`config.mk`:
```
export PLATFORM = sky130hd
export DESIGN_NAME = demux_sequencer
export DESIGN_NICKNAME = d
export VERILOG_FILES = /design/src/rtl/demux_sequencer.sv
export SDC_FILE = /design/constraint.sdc
export NUM_CORES = 1
export LEC_CHECK = 0
export CORE_MARGIN = 2
export CORE_UTILIZATION = 42
export CTS_CLUSTER_DIAMETER = 50
export DETAILED_ROUTE_END_ITERATION = 10
export HOLD_SLACK_MARGIN = 0.03
export PLACE_DENSITY = 0.71
export SYNTH_ARGS = -nofsm -noshare
export SYNTH_HDL_FRONTEND = slang
export SYNTH_SLANG_ARGS = --single-unit
```
`constraint.sdc`:
```
create_clock -name clk -period 1.4 [get_ports clk]
set_clock_uncertainty 0.1 [all_clocks]
set_input_delay 0.28 -clock clk [delete_from_list [all_inputs] [get_ports clk]]
set_output_delay 0.28 -clock clk [all_outputs]
set_load 0.02 [all_outputs]
```
`src/rtl/demux_sequencer.sv`:
```
// Serialises a 4-bit word onto a 1-to-4 demux (data/sel pair), holding each
// channel for HOLD_CYCLES tick-qualified cycles behind a valid/ready handshake.
`timescale 1ns/1ps

module demux_sequencer #(
   parameter int unsigned HOLD_CYCLES = 4
) (
   input  logic       clk,
   input  logic       rst,
   input  logic       tick,
   input  logic [3:0] word_in,
   input  logic       word_valid,
   output logic       word_ready,
   output logic       data,
   output logic [1:0] sel,
   output logic       busy,
   output logic       done
);

   localparam int unsigned CW = (HOLD_CYCLES > 1) ? $clog2(HOLD_CYCLES) : 1;
   localparam logic [CW-1:0] CNT_LAST = CW'(HOLD_CYCLES - 1);
   localparam logic [CW-1:0] CNT_ONE  = CW'(1);

   typedef enum logic {
      IDLE,
      SEND
   } state_t;

   state_t        state_q, state_d;
   logic [CW-1:0] cnt_q, cnt_d;
   logic [3:0]    word_q, word_d;
   logic [1:0]    sel_q, sel_d;
   logic          data_q, data_d;
   logic          word_ready_q, word_ready_d;
   logic          busy_q, busy_d;
   logic          done_q, done_d;

   always_comb begin
      state_d      = state_q;
      cnt_d        = cnt_q;
      word_d       = word_q;
      sel_d        = sel_q;
      data_d       = data_q;
      word_ready_d = word_ready_q;
      busy_d       = busy_q;
      done_d       = 1'b0;

      unique case (state_q)
         IDLE: begin
            if (word_valid && word_ready_q) begin
               state_d      = SEND;
               word_d       = word_in;
               sel_d        = 2'b00;
               data_d       = word_in[0];
               cnt_d        = '0;
               word_ready_d = 1'b0;
               busy_d       = 1'b1;
            end
         end
         SEND: begin
            if (tick) begin
               if (cnt_q != CNT_LAST) begin
                  cnt_d = cnt_q + CNT_ONE;
               end else if (sel_q != 2'b11) begin
                  // sel and data move together so the demux never pairs a new channel with a stale bit
                  cnt_d  = '0;
                  sel_d  = sel_q + 2'd1;
                  data_d = word_q[sel_q + 2'd1];
               end else begin
                  state_d      = IDLE;
                  done_d       = 1'b1;
                  word_ready_d = 1'b1;
                  busy_d       = 1'b0;
                  data_d       = 1'b0;
                  sel_d        = 2'b00;
                  cnt_d        = '0;
               end
            end
         end
         default: state_d = IDLE;
      endcase
   end

   always_ff @(posedge clk or posedge rst) begin
      if (rst) begin
         state_q      <= IDLE;
         cnt_q        <= '0;
         word_q       <= '0;
         sel_q        <= 2'b00;
         data_q       <= 1'b0;
         word_ready_q <= 1'b1;
         busy_q       <= 1'b0;
         done_q       <= 1'b0;
      end else begin
         state_q      <= state_d;
         cnt_q        <= cnt_d;
         word_q       <= word_d;
         sel_q        <= sel_d;
         data_q       <= data_d;
         word_ready_q <= word_ready_d;
         busy_q       <= busy_d;
         done_q       <= done_d;
      end
   end

   assign word_ready = word_ready_q;
   assign data       = data_q;
   assign sel        = sel_q;
   assign busy       = busy_q;
   assign done       = done_q;

endmodule
```
==> results.toml, run 1 <==
[synth]
synth_top_area_frac = 0.487
async_flop_share = 1.00
syn_nets = 61
synth-edff-count = 0
ys_types = 21
yosysTopAreaCell = "dfrtp_1"
avgSynthCellArea_sq_um = 12.1
synthesis.area_sq_um = 617
ys_seq_area_frac = 0.529
ys.flop_type = "dfrtp_1"
yosys_warnings = 0
yosys-top-cells-area = "dfrtp_1, mux2_4, nand3_1, nand2_1, dfstp_2"
syn_inst = 51
ys_seq_elements = 13

[routing]
num_vias = 448
wl_per_cell_um = 12.3
wl_mm = 1.12
drtPass1Iterations = 4
drc_errors = 0
via_per_inst = 4.92
initialDrtViolationCount = 5
postRouteAntennaNets = 0

[clock_network]
ctsHoldBuffers = 0
cts-root-buf = "clkbuf_4"
cts_buffers = 3
htreeDepth = 1
post_cts_buffers = 0
clk_pin_slew_ns = 0.08
ctsLongestPathBuffers = 2
clock_sinks = 13
clk_latency_ns = 0.27
cts_tree = "yes"

[sta]
fin_crit_ns = 1.49
fmax_mhz = 671
timing.final.ws_setup_ns = -0.0914
hold_viol = 0
final_max_slew_viol_count = 0
fin_crit_sh = 1.07
rsz0062_at_grt = "yes"
hold_ws_ns = 0.188
slew_headroom = 0.836
setup_viol = 1
worst_pin_slew_ns = 0.246

[power_and_ir_drop]
power_leakage_nw = 0.477
p_per_area_mw_per_mm2 = 747
vdd_drop_max_mv = 0.437

[finish]
drive_gt1_frac = 0.342
nNetsFinal = 87
fin_cells = 91
n_antenna_cell = 0
syn2layout_area_growth_pct = 38.9
final_cell_area_sq_um = 857

[worst_setup_path]
crit_path_end_kind = "flip-flop"
startpoint = "sel[1]"
r2r-start = "sel[1]"
cp-start-kind = "flip-flop"
worstSetupPathType = "flip-flop to flip-flop"
critPathRequiredTime_ns = 1.51
crit_path_max_fanout = 3
cp.arrival_ns = 1.60

[global_routing]
grt_antenna_before_repair = 0
grt_pass1_vias = 467
grt_max_degree = 14
grt_overflow = 0
grt.total_usage = 0.149
grt_pass1_wl_mm = 1.99

[hold_path]
hp-class = "input port to async pin"

[status]
status = "finished with violations"
violations = "negative setup slack"

[placed_design]
portBuffers = 13
place_hpwl_um = 873
gp_congestion = 0.747
post_dp_cell_area_sq_um = 837
pre_cts_slack_ns = -0.195
dp_cells = 87

[die]
die_area_sq_mm = 0.00179
start_util = 0.462
core.rowCount = 13
fp.dieW_um = 42.3
fp.dieH_um = 42.3
coreArea_sq_mm = 0.00133
io_pins = 14

[job]
maxCapViolations = 0
routing by layer:
| metal | share of wire | wire, um | vias to the layer above | GRT usage |
|---|---|---|---|---|
| li1 | - | - | 229 | - |
| met1 | 0.47 | 530 | 209 | 0.180 |
| met2 | 0.49 | 544 | 8 | 0.243 |
| met3 | 0.028 | 31 | 2 | 0.0259 |
| met4 | 0.012 | 14 | 0 | 0.0938 |
| met5 | 0 | 0 | - | 0 |
cell families after synthesis:
logic type | count (synthesis) | synth area share
buffers and inverters | 4 | 0.0426
flip-flops | 13 | 0.529
AO/OA/AOI/OAI | 6 | 0.0629
AND/OR/NAND/NOR | 19 | 0.176
multiplexers | 7 | 0.148
adder cells (fa/ha/maj) | 2 | 0.0406
worst max-delay path: stages (launching register included):
cell      delay [ns]
dfrtp_2         0.44
ha_4            0.25
or3b_1          0.36
o221ai_2        0.14
mux2_1          0.15
final timing paths:
| kind | endpoint | slack (ns) | cells past startpoint |
|---|---|---|---|
| max | data | -0.09 | 4 |
| max reg2reg | data | -0.09 | 4 |
| min in group clk | busy | 0.39 | 1 |
| min | cnt_q[1] | 0.19 | 3 |
| max in group asynchronous | word_ready | 0.78 | 3 |
| min reg2reg | busy | 0.39 | 1 |
metrics by stage:
step	util	total power [mW]	setup TNS, ns
final	0.643	0.640	-0.0914
after global routing	0.643	0.671	-0.138
after CTS	0.651	0.653	-0.150
after detailed placement	0.628	0.419	-1.23
after global placement	0.628	0.419	-1.17
after floorplan	-	0.390	-0.0839
repair_timing:
| action | in CTS | in global routing |
|---|---|---|
| gates cloned | 0 | 0 |
| gates resized for setup | 12 | 2 |
| endpoints found under the setup margin | 7 | 3 |
Yosys cell counts (2+ instances only):
library cell	count
a21oi_1	2
dfrtp_1	12
ha_1	2
inv_1	2
mux2_4	4
mux2i_1	2
nand2_1	8
nand3_1	6
placed cells by master, fill, tap and decap left out:
cell,netlist,final
a21bo_1,1,1
a21oi_1,2,2
and3_1,1,1
buf_2,0,1
buf_4,1,10
clkbuf_1,0,1
clkbuf_2,0,1
clkbuf_4,0,3
clkdlybuf4s15_2,0,1
clkdlybuf4s50_1,0,7
dfrtp_1,12,10
dfrtp_2,0,2
dfstp_2,1,1
dlygate4sd2_1,0,3
ha_1,2,1
ha_4,0,1
inv_1,2,2
mux2_1,1,1
mux2_4,4,4
mux2i_1,2,2
nand2_1,8,8
nand2b_1,1,1
nand3_1,6,6
nand3b_1,1,1
nand3b_4,1,1
o21ai_0,1,1
o21ai_1,1,1
o221ai_2,0,1
or3b_1,1,1
cell type report:
cell class / count / area [sq um]
Clock buffer: 4 / 26.3
Sequential cell: 13 / 329
Inverter: 2 / 7.51
Timing Repair Buffer: 23 / 193
Fill cell: 102 / 477
Tap cell: 15 / 18.8
Multi-Input combinational cell: 34 / 283
report_power, final:
group          switching, mW  total, mW  internal [mW]  leakage, nW
logic                 0.0135     0.0360         0.0225        0.288
registers                  0      0.375          0.375        0.175
clock network          0.119      0.229          0.110       0.0150
total                  0.132      0.640          0.508        0.477
state kept, by name (all words and copies together), names as in the netlist:
| signal | count |
|---|---|
| busy | 1 |
| done | 1 |
| word_q | 4 |
| sel | 2 |
| cnt_q | 2 |
| data | 1 |
| word_ready | 1 |
| state_q | 1 |
(Power assumes the default switching activity.)
==> run 2: changes to the inputs <==
Settings changed: ABC_AREA set to 0.
==> results of run 2 <==
No change in the layout: final DEF, timing and power equal those of run 1.
==> run 3: changes to the inputs <==
Settings changed: SLEW_MARGIN set to 20.
==> results of run 3 <==
No change in the layout: final DEF, timing and power equal those of run 1.
